File: config.mk
export PLATFORM = sky130hd
export DESIGN_NAME = nand_op_sequencer
export DESIGN_NICKNAME = d
export VERILOG_FILES = /design/src/rtl/nand_seq_pkg.sv /design/src/rtl/nand_rb_sync.sv /design/src/rtl/nand_op_sequencer.sv
export SDC_FILE = /design/constraint.sdc
export NUM_CORES = 1
export LEC_CHECK = 0
export CAP_MARGIN = 40
export CORE_ASPECT_RATIO = 1.4
export CORE_MARGIN = 2
export CORE_UTILIZATION = 54
export CTS_BUF_LIST = sky130_fd_sc_hd__clkbuf_8
export DETAILED_ROUTE_END_ITERATION = 16
export GPL_TIMING_DRIVEN = 0
export PLACE_DENSITY = 0.85
export SYNTH_ARGS = -nofsm -noshare
export SYNTH_HDL_FRONTEND = slang
export SYNTH_SLANG_ARGS = --single-unit
File: constraint.sdc
create_clock -name P_clk -period 4.1 [get_ports P_clk]
set_clock_uncertainty 0.15 [all_clocks]
set_input_delay 0.82 -clock P_clk [delete_from_list [all_inputs] [get_ports P_clk]]
set_output_delay 0.82 -clock P_clk [all_outputs]
set_load 0.05 [all_outputs]
File: src/rtl/nand_seq_pkg.sv
// Shared encodings for the NAND operation sequencer: operations, engine cycle
// types, completion status, FSM states and the ONFI command bytes.
package nand_seq_pkg;

  typedef enum logic [1:0] {
    OP_READ    = 2'd0,
    OP_PROGRAM = 2'd1,
    OP_ERASE   = 2'd2,
    OP_RESET   = 2'd3
  } op_e;

  typedef enum logic [1:0] {
    CYC_CMD   = 2'd0,
    CYC_ADDR  = 2'd1,
    CYC_WDATA = 2'd2,
    CYC_RDATA = 2'd3
  } cyc_e;

  typedef enum logic [1:0] {
    ST_OK      = 2'd0,
    ST_FAIL    = 2'd1,
    ST_TIMEOUT = 2'd2
  } status_e;

  typedef enum logic [3:0] {
    S_IDLE,
    S_CMD1,
    S_ADDR,
    S_WDATA,
    S_CMD2,
    S_TWB,
    S_WAIT_RB,
    S_STAT_CMD,
    S_STAT_RD,
    S_RDATA,
    S_DONE
  } state_e;

  localparam logic [7:0] CMD_READ1  = 8'h00;
  localparam logic [7:0] CMD_READ2  = 8'h30;
  localparam logic [7:0] CMD_PROG1  = 8'h80;
  localparam logic [7:0] CMD_PROG2  = 8'h10;
  localparam logic [7:0] CMD_ERASE1 = 8'h60;
  localparam logic [7:0] CMD_ERASE2 = 8'hD0;
  localparam logic [7:0] CMD_STATUS = 8'h70;
  localparam logic [7:0] CMD_RESET  = 8'hFF;

  localparam logic [2:0] ADDR_LAST        = 3'd4;
  // Erase addresses a block, so only the row bytes b2..b4 go out.
  localparam logic [2:0] ERASE_ADDR_FIRST = 3'd2;

  function automatic logic [7:0] first_cmd(input op_e op);
    case (op)
      OP_READ:    return CMD_READ1;
      OP_PROGRAM: return CMD_PROG1;
      OP_ERASE:   return CMD_ERASE1;
      default:    return CMD_RESET;
    endcase
  endfunction

  function automatic logic [7:0] second_cmd(input op_e op);
    case (op)
      OP_READ:    return CMD_READ2;
      OP_PROGRAM: return CMD_PROG2;
      default:    return CMD_ERASE2;
    endcase
  endfunction

endpackage

File: src/rtl/nand_rb_sync.sv
// Ready/busy front end: two-flop synchroniser for the flash R/B# pin plus the
// post-command tWB delay counter and the busy-wait timeout counter.
module nand_rb_sync #(
  parameter int TWB_CYC     = 4,
  parameter int TIMEOUT_CYC = 50000,
  parameter int TO_W        = 16
) (
  input  logic clk_i,
  input  logic rst_i,
  input  logic f_nrb_i,
  input  logic twb_en_i,
  input  logic wait_en_i,
  output logic twb_done_o,
  output logic rb_ready_o,
  output logic rb_timeout_o
);

  // The cyc_done cycle counts as the first tWB cycle, so the wait state is
  // entered exactly TWB_CYC cycles after the last command completes.
  localparam logic [TO_W-1:0] TWB_LAST = TO_W'((TWB_CYC > 1) ? TWB_CYC - 2 : 0);
  localparam logic [TO_W-1:0] TO_LAST  = TO_W'(TIMEOUT_CYC - 1);

  logic [1:0]      sync_q;
  logic [TO_W-1:0] twb_cnt_q, twb_cnt_d;
  logic [TO_W-1:0] to_cnt_q, to_cnt_d;

  always_comb begin
    twb_cnt_d = '0;
    to_cnt_d  = '0;
    if (twb_en_i) begin
      twb_cnt_d = twb_cnt_q + 1'b1;
    end
    if (wait_en_i) begin
      to_cnt_d = to_cnt_q + 1'b1;
    end
  end

  always_ff @(posedge clk_i) begin
    if (rst_i) begin
      sync_q    <= 2'b00;
      twb_cnt_q <= '0;
      to_cnt_q  <= '0;
    end else begin
      sync_q    <= {sync_q[0], f_nrb_i};
      twb_cnt_q <= twb_cnt_d;
      to_cnt_q  <= to_cnt_d;
    end
  end

  assign rb_ready_o   = sync_q[1];
  assign twb_done_o   = twb_en_i && (twb_cnt_q == TWB_LAST);
  assign rb_timeout_o = wait_en_i && (to_cnt_q == TO_LAST);

endmodule

File: src/rtl/nand_op_sequencer.sv
// Expands one READ/PROGRAM/ERASE/RESET request into the command, address and
// data byte cycles for the flash-cycle engine, then busy-waits and reports status.
module nand_op_sequencer #(
  parameter int TWB_CYC     = 4,
  parameter int TIMEOUT_CYC = 50000,
  parameter int TO_W        = 16
) (
  input  logic        P_clk,
  input  logic        P_rst,
  input  logic        req_valid,
  output logic        req_ready,
  input  logic [1:0]  req_op,
  input  logic [39:0] req_addr,
  input  logic [7:0]  req_len,
  output logic        cyc_valid,
  output logic [1:0]  cyc_type,
  output logic [7:0]  cyc_byte,
  input  logic        cyc_done,
  input  logic [7:0]  cyc_rdata,
  input  logic [7:0]  wr_data,
  input  logic        wr_valid,
  output logic        wr_pop,
  output logic [7:0]  rd_data,
  output logic        rd_push,
  input  logic        rd_ready,
  input  logic        F_nRB,
  output logic        busy,
  output logic        op_done,
  output logic [1:0]  op_status,
  output logic [7:0]  flash_status
);
  import nand_seq_pkg::*;

  state_e      state_q;
  op_e         op_q;
  logic [39:0] addr_q;
  logic [7:0]  len_q;
  logic [7:0]  cnt_q;
  logic [2:0]  idx_q;
  logic        cyc_valid_q;
  cyc_e        cyc_type_q;
  logic [7:0]  cyc_byte_q;
  status_e     op_status_q;
  logic [7:0]  flash_status_q;

  logic        issue_en;
  cyc_e        issue_type;
  logic [7:0]  issue_byte;
  logic        cyc_fire;
  logic        twb_done, rb_ready, rb_timeout;

  function automatic logic [7:0] addr_byte(input logic [39:0] a, input logic [2:0] i);
    case (i)
      3'd0:    return a[7:0];
      3'd1:    return a[15:8];
      3'd2:    return a[23:16];
      3'd3:    return a[31:24];
      3'd4:    return a[39:32];
      default: return 8'h00;
    endcase
  endfunction

  nand_rb_sync #(
    .TWB_CYC     (TWB_CYC),
    .TIMEOUT_CYC (TIMEOUT_CYC),
    .TO_W        (TO_W)
  ) u_rb_sync (
    .clk_i        (P_clk),
    .rst_i        (P_rst),
    .f_nrb_i      (F_nRB),
    .twb_en_i     (state_q == S_TWB),
    .wait_en_i    (state_q == S_WAIT_RB),
    .twb_done_o   (twb_done),
    .rb_ready_o   (rb_ready),
    .rb_timeout_o (rb_timeout)
  );

  // Cycle to present while no engine request is outstanding. Data cycles wait
  // on FIFO flow control; everything else issues right after the gap cycle.
  always_comb begin
    issue_en   = 1'b0;
    issue_type = CYC_CMD;
    issue_byte = 8'h00;
    case (state_q)
      S_CMD1: begin
        issue_en   = 1'b1;
        issue_byte = first_cmd(op_q);
      end
      S_ADDR: begin
        issue_en   = 1'b1;
        issue_type = CYC_ADDR;
        issue_byte = addr_byte(addr_q, idx_q);
      end
      S_WDATA: begin
        issue_en   = wr_valid;
        issue_type = CYC_WDATA;
        issue_byte = wr_data;
      end
      S_CMD2: begin
        issue_en   = 1'b1;
        issue_byte = second_cmd(op_q);
      end
      S_STAT_CMD: begin
        issue_en   = 1'b1;
        issue_byte = CMD_STATUS;
      end
      S_STAT_RD: begin
        issue_en   = 1'b1;
        issue_type = CYC_RDATA;
      end
      S_RDATA: begin
        issue_en   = rd_ready;
        issue_type = CYC_RDATA;
      end
      default: ;
    endcase
  end

  assign cyc_fire = cyc_valid_q && cyc_done;

  always_ff @(posedge P_clk) begin
    if (P_rst) begin
      state_q        <= S_IDLE;
      cyc_valid_q    <= 1'b0;
      cyc_type_q     <= CYC_CMD;
      cyc_byte_q     <= 8'h00;
      op_status_q    <= ST_OK;
      flash_status_q <= 8'h00;
    end else begin
      // A completed cycle always drops valid for one cycle before the next.
      if (cyc_fire) begin
        cyc_valid_q <= 1'b0;
      end else if (!cyc_valid_q && issue_en) begin
        cyc_valid_q <= 1'b1;
        cyc_type_q  <= issue_type;
        cyc_byte_q  <= issue_byte;
      end

      case (state_q)
        S_IDLE: begin
          if (req_valid) begin
            op_q        <= op_e'(req_op);
            addr_q      <= req_addr;
            len_q       <= req_len;
            cnt_q       <= req_len;
            idx_q       <= (op_e'(req_op) == OP_ERASE) ? ERASE_ADDR_FIRST : 3'd0;
            state_q     <= S_CMD1;
            cyc_valid_q <= 1'b1;
            cyc_type_q  <= CYC_CMD;
            cyc_byte_q  <= first_cmd(op_e'(req_op));
          end
        end
        S_CMD1: begin
          if (cyc_fire) begin
            state_q <= (op_q == OP_RESET) ? S_TWB : S_ADDR;
          end
        end
        S_ADDR: begin
          if (cyc_fire) begin
            if (idx_q == ADDR_LAST) begin
              state_q <= (op_q == OP_PROGRAM && len_q != 8'd0) ? S_WDATA : S_CMD2;
            end else begin
              idx_q <= idx_q + 3'd1;
            end
          end
        end
        S_WDATA: begin
          if (cyc_fire) begin
            cnt_q <= cnt_q - 8'd1;
            if (cnt_q == 8'd1) begin
              state_q <= S_CMD2;
            end
          end
        end
        S_CMD2: begin
          if (cyc_fire) begin
            state_q <= S_TWB;
          end
        end
        S_TWB: begin
          if (twb_done) begin
            state_q <= S_WAIT_RB;
          end
        end
        S_WAIT_RB: begin
          if (rb_ready) begin
            case (op_q)
              OP_READ: begin
                if (len_q == 8'd0) begin
                  state_q     <= S_DONE;
                  op_status_q <= ST_OK;
                end else begin
                  state_q <= S_RDATA;
                end
              end
              OP_RESET: begin
                state_q     <= S_DONE;
                op_status_q <= ST_OK;
              end
              default: state_q <= S_STAT_CMD;
            endcase
          end else if (rb_timeout) begin
            state_q     <= S_DONE;
            op_status_q <= ST_TIMEOUT;
          end
        end
        S_STAT_CMD: begin
          if (cyc_fire) begin
            state_q <= S_STAT_RD;
          end
        end
        S_STAT_RD: begin
          if (cyc_fire) begin
            flash_status_q <= cyc_rdata;
            op_status_q    <= cyc_rdata[0] ? ST_FAIL : ST_OK;
            state_q        <= S_DONE;
          end
        end
        S_RDATA: begin
          if (cyc_fire) begin
            cnt_q <= cnt_q - 8'd1;
            if (cnt_q == 8'd1) begin
              state_q     <= S_DONE;
              op_status_q <= ST_OK;
            end
          end
        end
        S_DONE:  state_q <= S_IDLE;
        default: state_q <= S_IDLE;
      endcase
    end
  end

  assign req_ready    = (state_q == S_IDLE);
  assign busy         = (state_q != S_IDLE);
  assign op_done      = (state_q == S_DONE);
  assign cyc_valid    = cyc_valid_q;
  assign cyc_type     = cyc_type_q;
  assign cyc_byte     = cyc_byte_q;
  assign op_status    = op_status_q;
  assign flash_status = flash_status_q;
  // FIFO strobes coincide with cyc_done so the Tx head has advanced before the
  // next WDATA cycle samples it.
  assign wr_pop       = cyc_fire && (state_q == S_WDATA);
  assign rd_push      = cyc_fire && (state_q == S_RDATA);
  assign rd_data      = rd_push ? cyc_rdata : 8'h00;

endmodule

==> results of run 1 <==
## where the power goes
group / switching (mW) / internal, mW / leakage [nW]
clock: 0.498 / 0.664 / 0.214
sequential: 0.0774 / 1.43 / 1.04
combinational: 0.733 / 0.426 / 1.27
total: 1.31 / 2.52 / 2.53
## critical path, stage by stage
cell	delay, ns
clkdlybuf4s50_1	0.54
nand2_1	0.31
nor3_4	0.40
and2_1	0.18
clkdlybuf4s50_1	0.80
## sequential cells by signal, summed over array words and instances, names as in the netlist
name and flops:
addr_q 40, u_rb_sync.to_cnt_q 16, u_rb_sync.twb_cnt_q 16, cnt_q 8, cyc_byte 8, flash_status 8
len_q 8, state_q 4, idx_q 3, cyc_type 2, op_q 2, op_status 2
u_rb_sync.sync_q 2, cyc_valid 1
## cells in the mapped netlist (13+ instances only)
master,n
clkbuf_1,21
o21ai_0,18
inv_1,17
edfxtp_1,61
nor2_1,68
nand2_1,32
xnor2_1,16
a21oi_1,26
ha_1,14
dfxtp_1,59
nand3_1,13
xor2_1,15
## layer usage
metal | part of all wire [%] | vias to the layer above | track usage (%) | routed length [um]
li1 | - | 2214 | - | -
met3 | 6.3 | 39 | 6.145 | 919
met5 | 0 | - | 0 | 0
met1 | 37 | 2252 | 27.77 | 5400
met2 | 53 | 203 | 48.21 | 7711
met4 | 3.3 | 0 | 14.03 | 473
## worst paths after layout
kind	slack, ns	to	startpoint	cells after the start
max	0.07	rd_data[6]	cyc_done	5
min	0.30	u_rb_sync.sync_q[1]	u_rb_sync.sync_q[0]	1
max reg2reg	0.57	cyc_byte[7]	idx_q[2]	10
min reg2reg	0.30	u_rb_sync.sync_q[1]	u_rb_sync.sync_q[0]	1
## kinds of logic after synthesis
| logic type | synth area share, % |
|---|---|
| and+or+nand+nor | 19.99 |
| buffers and inverters | 3.058 |
| muxes | 3.789 |
| adders and majority gates | 3.102 |
| AOI/OAI and AO/OA | 11.90 |
| DFF | 53.36 |
| xor gates and xnor gates | 4.808 |
## area by class of cell
type | instances | area (sq um) | share of cell area (%)
sequential | 120 | 3013 | 40.95
multi-input combinational | 370 | 2480 | 33.70
timing repair buffer | 108 | 1081 | 14.69
clock buffer | 17 | 234.0 | 3.180
clock inverter | 15 | 203.9 | 2.772
tap | 138 | 172.7 | 2.347
buffer | 28 | 110.1 | 1.496
inverter | 17 | 63.81 | 0.8672
## per-stage QoR
stage	TNS, ns	hold slack [ns]	cell area, sq um	utilization, %
after CTS	0	0.3043	7357	71.46
after floorplan	0	0.2638	5649	-
after detailed placement	-1.296	0.2786	6913	67.15
after global routing	0	0.3181	7358	71.48
after global placement	-0.6163	0.2701	6883	66.86
final	0	0.2985	7358	71.48
## what timing repair did
| action | CTS | global route |
|---|---|---|
| pin swaps | 0 | 0 |
| setup endpoints to repair | 9 | 4 |
| gates resized for setup | 6 | 2 |
| buffers inserted | 0 | 0 |
| hold buffers | 0 | 0 |
==> summary.md, run 1 <==
| Metric | Value |
|---|---|
| Fin worst setup slack | `0.07023 ns` |
| Slew @ Worst Pin | `0.7586 ns` |
| Root buffer cell | `clkbuf_8` |
| Hold Path Class | `reg2reg` |
| Max Cap Viol | `0` |
| Clock Sinks | `120` |
| Area leader, netlist | `edfxtp_1` |
| RSZ-0062 raised after global routing | `no` |
| CTS clk-pin slew, worst paths | `0.06 ns` |
| Vias per std cell | `5.791` |
| FP Rows | `44` |
| Post-Route WL | `14.51 mm` |
| 1st-iter DRT viols | `353` |
| Overall Power | `3.828 mW` |
| Final Net Count | `749` |
| Inserted Clock Buffers | `17` |
| Final Cycle Share | `98.29%` |
| Post-synthesis cell type count | `63` |
| Post-DP HPWL | `10.57 mm` |
| Vias in the first global route | `4,878` |
| DRT antenna net count | `0` |
| Ys async rst share | `0%` |
| Syn_nets | `622` |
| H-tree depth | `4` |
| Minimum clock period | `4.030 ns` |
| IO Port Bufs | `106` |
| Gate Count Post-Synth | `535` |
| Seq cells post-synth | `120` |
| Status | `completed` |
| Dpl cells | `781` |
| Slew headroom | `49.24%` |
| WL/cell | `17.84 um` |
| Pre-antenna DRT Iters | `5` |
| Global-route wire length before repair | `23.54 mm` |
| Post-Layout Cell Count | `813` |
| Via count | `4,708` |
| Initial antenna violation count | `0` |
| Area of the core | `10,290 sq um` |
| Largest net degree at the start of global routing | `35` |
| Overall global routing resource usage | `26.33%` |
| Die area | `11,300 sq um` |
| Yosys warns | `0` |
| # fillers | `690` |
| CP Launch Type | `input port` |
| Crit path max fanout | `9` |
| Most used flip-flop cell after synthesis | `edfxtp_1` |
| CTS tree | `built` |
| Pwr per Cell Area | `520.2 nW/um^2` |
| Most frequent cells in the layout | `102 x clkdlybuf4s50_1, 67 x nor2_1, 61 x edfxtp_1, 59 x dfxtp_1, 32 x nand2_1` |
| Most common cell after layout, fill and taps aside | `clkdlybuf4s50_1` |
| Fin. Hold Viols | `0` |
| Clock Latency Late Sink | `0.44 ns` |
| CP Data Required Time | `3.13 ns` |
| Die H | `125.0 um` |
| Crit end category | `output pin` |
| Post-synth EDFFs | `61` |
| Post-synth top area share | `32.44%` |
| Antenna Cells | `0` |
| Synthesized area per cell | `10.55 sq um` |
| Final setup viols | `0` |
| Main area contributors after synthesis | `edfxtp_1 32%, dfxtp_1 21%, nor2_1 4.5%` |
| Grt total ovfl | `0` |
| Layout cells sized above 1 | `8.741%` |
| Die span in x | `90.43 um` |
| Mapped cell area | `5647 sq um` |
| Peak Freq | `0.2482 GHz` |
| RD Place Congestion | `0.9419` |
| Sequential-to-total area share from yosys stat | `53.36%` |
| Pre-CTS setup slack | `-0.1702 ns` |
| Starting density of the core | `54.85%` |
| VDD IR max | `0.2492 mV` |
| Arr. time, crit path | `3.06 ns` |
| DRC violation count after routing | `0` |
| Final Max Slew Viols | `0` |
| Area Growth Syn to Fin | `30.31%` |
| Leakage power | `2.531 nW` |
| IO Pins | `107` |
| Clock Path Buffers | `2` |
| CP Class | `in2out` |
Power figures use the tool's default switching activity.
==> run 2, diff against run 1 <==
==> constraint.sdc (replaced) <==
create_clock -name P_clk -period 3.9 [get_ports P_clk]
set_clock_uncertainty 0.15 [all_clocks]
set_input_delay 0.78 -clock P_clk [delete_from_list [all_inputs] [get_ports P_clk]]
set_output_delay 0.78 -clock P_clk [all_outputs]
set_load 0.05 [all_outputs]
==> run 2 against run 1 <==
  * Non-clock buffer count unchanged
  * Flip-flop and latch count unchanged
  * Combinational power up 5%
==> summary.md, run 2 (synthesis gave the netlist of run 1 again) <==
| Metric | Value |
|---|---|
| DRT antenna net count | `0` |
| RSZ-0062 raised after global routing | `no` |
| Dpl cells | `781` |
| VDD IR max | `0.2620 mV` |
| Slew @ Worst Pin | `0.7636 ns` |
| Post-route cell area | `7355 sq um` |
| Biggest regs | `addr_q x40, u_rb_sync.to_cnt_q x16, u_rb_sync.twb_cnt_q x16` |
| IO Port Bufs | `106` |
| Fin. Hold Viols | `0` |
| CTS clk-pin slew, worst paths | `0.06 ns` |
| Status | `completed` |
| Final core utilization | `71.44%` |
| Leakage power | `2.566 nW` |
| Post-Route WL | `14.49 mm` |
| Max Cap Viol | `0` |
| IO Pins | `107` |
| Final Net Count | `749` |
| 1st-iter DRT viols | `369` |
| Worst hold margin | `0.2969 ns` |
| Slew headroom | `48.90%` |
| Die span in x | `90.43 um` |
| Overall global routing resource usage | `26.33%` |
| Hold Crit Start | `u_rb_sync.sync_q[0]` |
| Die H | `125.0 um` |
| FP Rows | `44` |
| Crit end category | `output pin` |
| Starting density of the core | `54.85%` |
| Post-CTS setup buffers | `0` |
| WL/cell | `17.83 um` |
| Die area | `11,300 sq um` |
| Pre-antenna DRT Iters | `5` |
| # fillers | `691` |
| Clock Path Buffers | `2` |
| CP Class | `in2out` |
| CP Data Required Time | `2.97 ns` |
| Arr. time, crit path | `2.90 ns` |
| Post-Layout Cell Count | `813` |
| Post-DP HPWL | `10.57 mm` |
| Initial antenna violation count | `0` |
| Most flop-heavy register | `addr_q` |
| Final Cycle Share | `98.08%` |
| Most frequent cells in the layout | `97 x clkdlybuf4s50_1, 67 x nor2_1, 61 x edfxtp_1, 59 x dfxtp_1, 32 x nand2_1` |
| Crit path max fanout | `6` |
| RD Place Congestion | `0.9419` |
| Worst Setup SP | `cyc_done` |
| Root buffer cell | `clkbuf_8` |
| Inserted Clock Buffers | `17` |
| Max reg flops | `40` |
| Vias in the first global route | `4,878` |
| Layout cells sized above 1 | `8.593%` |
| Hold Path Class | `reg2reg` |
| Largest net degree at the start of global routing | `35` |
| DRC violation count after routing | `0` |
| CP Launch Type | `input port` |
| Pwr per Cell Area | `547.1 nW/um^2` |
| Clock Sinks | `120` |
| Via count | `4,689` |
| Vias per std cell | `5.768` |
| Most common cell after layout, fill and taps aside | `clkdlybuf4s50_1` |
| Final Max Slew Viols | `0` |
| Global-route wire length before repair | `23.54 mm` |
| Grt total ovfl | `0` |
| Reg-to-Reg Start | `idx_q[2]` |
| Area of the core | `10,290 sq um` |
| Final setup viols | `0` |
| CTS tree | `built` |
| Area Growth Syn to Fin | `30.25%` |
| H-tree depth | `4` |
| Antenna Cells | `0` |
| Minimum clock period | `3.825 ns` |
| Peak Freq | `0.2614 GHz` |
| Placed cell area | `6913 sq um` |
| Clock Latency Late Sink | `0.44 ns` |
[run 2: cell count changes in the layout (fill, tap and decap cells not counted), sizes merged]
cell           previous run  this run
dlygate4sd2               4         8
clkdlybuf4s50           102        97
dlymetal6s2s              0         1
[run 2: final timing paths]
check	to	slack (ns)	cells past startpoint
worst max-delay path	wr_pop	0.07	4
worst min-delay path	u_rb_sync.sync_q[1]	0.30	1
worst max register to register	cyc_byte[7]	0.37	10
worst min register to register	u_rb_sync.sync_q[1]	0.30	1
[run 2: routing by layer]
metal  wire length (um)  vias up  track usage [%]
li1                   -     2210                -
met1               5362     2238            27.77
met5                  0        -                0
met4                475        0            14.03
met2               7710      200            48.21
met3                945       41            6.145
[run 2: layout make-up]
class	instances	area, sq um	area share [%]
Buffer	28	108.9	1.480
Clock buffer	17	234.0	3.181
Clock inverter	15	203.9	2.773
Inverter	17	63.81	0.8676
Multi-Input combinational cell	370	2480	33.72
Sequential cell	120	3013	40.97
Tap cell	138	172.7	2.348
Timing Repair Buffer	108	1079	14.66
[run 2: power by group]
part           total (mW)  internal (mW)  switching [mW]  leakage, nW
logic                1.22          0.447           0.769         1.31
clock network        1.22          0.698           0.525        0.214
registers            1.58           1.50          0.0807         1.04
[run 2: critical path: stages]
cell and delay, ns:
clkdlybuf4s50_1 0.54, nand2_1 0.31, nor4_1 0.37, clkdlybuf4s50_1 0.88
[run 2: metrics by stage]
stage	setup TNS (ns)	power, mW	setup WS, ns
2_1_floorplan	0	2.383	0.01797
3_3_place_gp	-1.689	2.741	-0.2178
3_5_place_dp	-2.376	2.795	-0.2902
4_1_cts	0	4.027	0.02430
5_1_grt	0	4.173	0.01094
6_report	0	4.024	0.07487
[run 2: repair_timing]
| action | CTS | global route |
|---|---|---|
| resized for setup | 10 | 1 |
| setup endpoints to repair | 9 | 1 |
| hold buffers | 0 | 0 |
==> run 3, diff against run 2 <==
--- a/config.mk
+++ b/config.mk
@@ -7,7 +7,7 @@
 export LEC_CHECK = 0
 export CAP_MARGIN = 40
 export CORE_ASPECT_RATIO = 1.4
-export CORE_MARGIN = 2
+export CORE_MARGIN = 10
 export CORE_UTILIZATION = 54
 export CTS_BUF_LIST = sky130_fd_sc_hd__clkbuf_8
 export DETAILED_ROUTE_END_ITERATION = 16
==> run 3 against run 2 <==
  * Clock power fell by 11%
  * Sequential power about the same
  * Setup slack gained 0.16 ns
  * Die area increased by 33%
  * Worst hold slack gained 0.0049 ns
  * Cell area decreased by 0.73%
  * Critical path depth did not move
  * Final cell count is the same
  * Largest power group unchanged
  * Sequential share of layout area increased by 0.30 points
==> summary.md, run 3 (synthesis gave the netlist of run 1 again) <==
| Metric | Value |
|---|---|
| Pre-CTS setup slack | `-0.2761 ns` |
| Most flop-heavy register | `addr_q` |
| Pwr per Cell Area | `533.5 nW/um^2` |
| Starting density of the core | `54.85%` |
| DRT antenna net count | `0` |
| Most common cell after layout, fill and taps aside | `clkdlybuf4s50_1` |
| Family with the most delay on the worst path | `buffers and inverters` |
| Placed cell area | `6913 sq um` |
| WL/cell | `18.98 um` |
| Final Net Count | `749` |
| Clock Latency Late Sink | `0.44 ns` |
| Crit path max fanout | `6` |
| Overall global routing resource usage | `20.88%` |
| CP Cell Sequence | `clkdlybuf4s50_1 -> nand2_1 -> nor4_1 -> clkdlybuf4s50_1` |
| IO Port Bufs | `106` |
| RSZ-0062 raised after global routing | `no` |
| Via count | `4,783` |
| Logic gate share of total power | `31.5%` |
| Final Cycle Share | `94.07%` |
| H-tree depth | `4` |
| Most frequent cells in the layout | `97 x clkdlybuf4s50_1, 67 x nor2_1, 61 x edfxtp_1, 59 x dfxtp_1, 32 x nand2_1` |
| IO Pins | `107` |
| Area Growth Syn to Fin | `29.29%` |
| Clock Sinks | `120` |
| Worst Setup SP | `cyc_done` |
| Fin worst setup slack | `0.2313 ns` |
| Vias per std cell | `5.883` |
| Slew @ Worst Pin | `0.7804 ns` |
| Crit path buf inv count | `2` |
| Slowest-stage cell, CP | `clkdlybuf4s50_1` |
| Biggest regs | `addr_q x40, u_rb_sync.to_cnt_q x16, u_rb_sync.twb_cnt_q x16` |
| CP max stage delay | `0.88 ns` |
| Fin. Hold Viols | `0` |
| Post-Layout Cell Count | `813` |
| Internal power | `2.518 mW` |
| FP Rows | `44` |
| Post-DP HPWL | `11.57 mm` |
| Crit end category | `output pin` |
| Pre-antenna DRT Iters | `6` |
| Area of the core | `10,290 sq um` |
| Status | `completed` |
| Global-route wire length before repair | `24.87 mm` |
| Sequential fraction of design power | `40.6%` |
| Max Cap Viol | `0` |
| Top routing layer used | `met4` |
| CP Launch Type | `input port` |
| CP Class | `in2out` |
| NetSw | `1.377 mW` |
| Arr. time, crit path | `2.74 ns` |
| Initial antenna violation count | `0` |
| Root buffer cell | `clkbuf_8` |
| Met2 wire len | `8.087 mm` |
| Max reg flops | `40` |
| Largest net degree at the start of global routing | `36` |
| Worst hold margin | `0.3018 ns` |
| Overall Power | `3.895 mW` |
| Leakage power | `2.528 nW` |
| Clock Path Buffers | `2` |
| Final setup viols | `0` |
| Final Max Slew Viols | `0` |
| Slew headroom | `47.78%` |
| Antenna Cells | `0` |
| Die area | `15,010 sq um` |
| Vias in the first global route | `4,958` |
| Die span in x | `106.4 um` |
| Grt total ovfl | `0` |
| 1st-iter DRT viols | `361` |
| Switching part of the total | `35.35%` |
| Inserted Clock Buffers | `17` |
| Reg-to-Reg Start | `idx_q[2]` |
| CP Data Required Time | `2.97 ns` |
| Die H | `141.0 um` |
| Post-Route WL | `15.43 mm` |
| DRC violation count after routing | `0` |
| M1 WL | `5.547 mm` |
| Hold Path Class | `reg2reg` |
| Hold Crit Start | `u_rb_sync.sync_q[0]` |
| Cell mode on critical path | `clkdlybuf4s50_1` |
| VDD IR max | `0.2574 mV` |
| # fillers | `734` |
| Peak Freq | `0.2726 GHz` |
| DR WL met3 | `1.180 mm` |
| Clk pwr share | `27.9%` |
| Dpl cells | `781` |
| RD Place Congestion | `0.9442` |
| Post-route cell area | `7301 sq um` |
| CTS tree | `built` |
| Layout cells sized above 1 | `8.741%` |
| Minimum clock period | `3.669 ns` |
| CTS clk-pin slew, worst paths | `0.07 ns` |
==> run 3: path summary, 6_finish.rpt <==
check,end,slack (ns),cells after the start
worst max register to register,cyc_byte[6],0.30,10
worst min-delay path,u_rb_sync.sync_q[1],0.30,1
worst max-delay path,wr_pop,0.23,4
worst min register to register,u_rb_sync.sync_q[1],0.30,1
==> run 3: stage by stage <==
stage / utilization [%] / TNS (ns)
after floorplan: - / 0
after detailed placement: 67.15 / -2.166
final: 70.92 / 0
after global placement: 66.86 / -1.758
after global routing: 70.92 / 0
after CTS: 70.84 / 0
==> run 3: what timing repair did <==
action | CTS | global route
resized for setup | 10 | 3
hold buffers | 0 | 0
setup buffers | 0 | 0
endpoints found under the setup margin | 9 | 8
==> run 3: power groups by stage <==
stage,registers (mW),logic (mW),clock network [mW]
finish,1.58,1.23,1.09
global route,1.59,1.31,1.16
CTS,1.58,1.22,1.10
detailed placement,1.61,1.20,0
global placement,1.60,1.15,0
floorplan,1.76,0.626,0
==> run 3: final cells by class <==
cell class	instances	area, sq um	area share, %
plain buffers	28	110.1	1.508
multi-input cells	370	2480	33.97
clock inverters	15	152.6	2.091
clock buffers	17	234.0	3.205
well taps	138	172.7	2.365
inverters	17	63.81	0.8740
flip-flops and latches	120	3013	41.27
repair buffers	108	1075	14.72
==> run 3: layer usage <==
layer	vias to the layer above	global-route usage, %
met1	2273	21.23
met3	53	6.296
met2	244	37.50
met5	-	0
met4	0	10.65
li1	2213	-
==> run 3: worst register-to-register path, cell delays in order (launching register included) <==
cell and delay (ns):
edfxtp_1 0.40, buf_1 0.53, inv_1 0.10, ha_1 0.22
clkbuf_1 0.28, or2_2 0.40, o311ai_1 0.61, buf_2 0.30
a21oi_1 0.08, nor4_1 0.26, o21ai_0 0.16
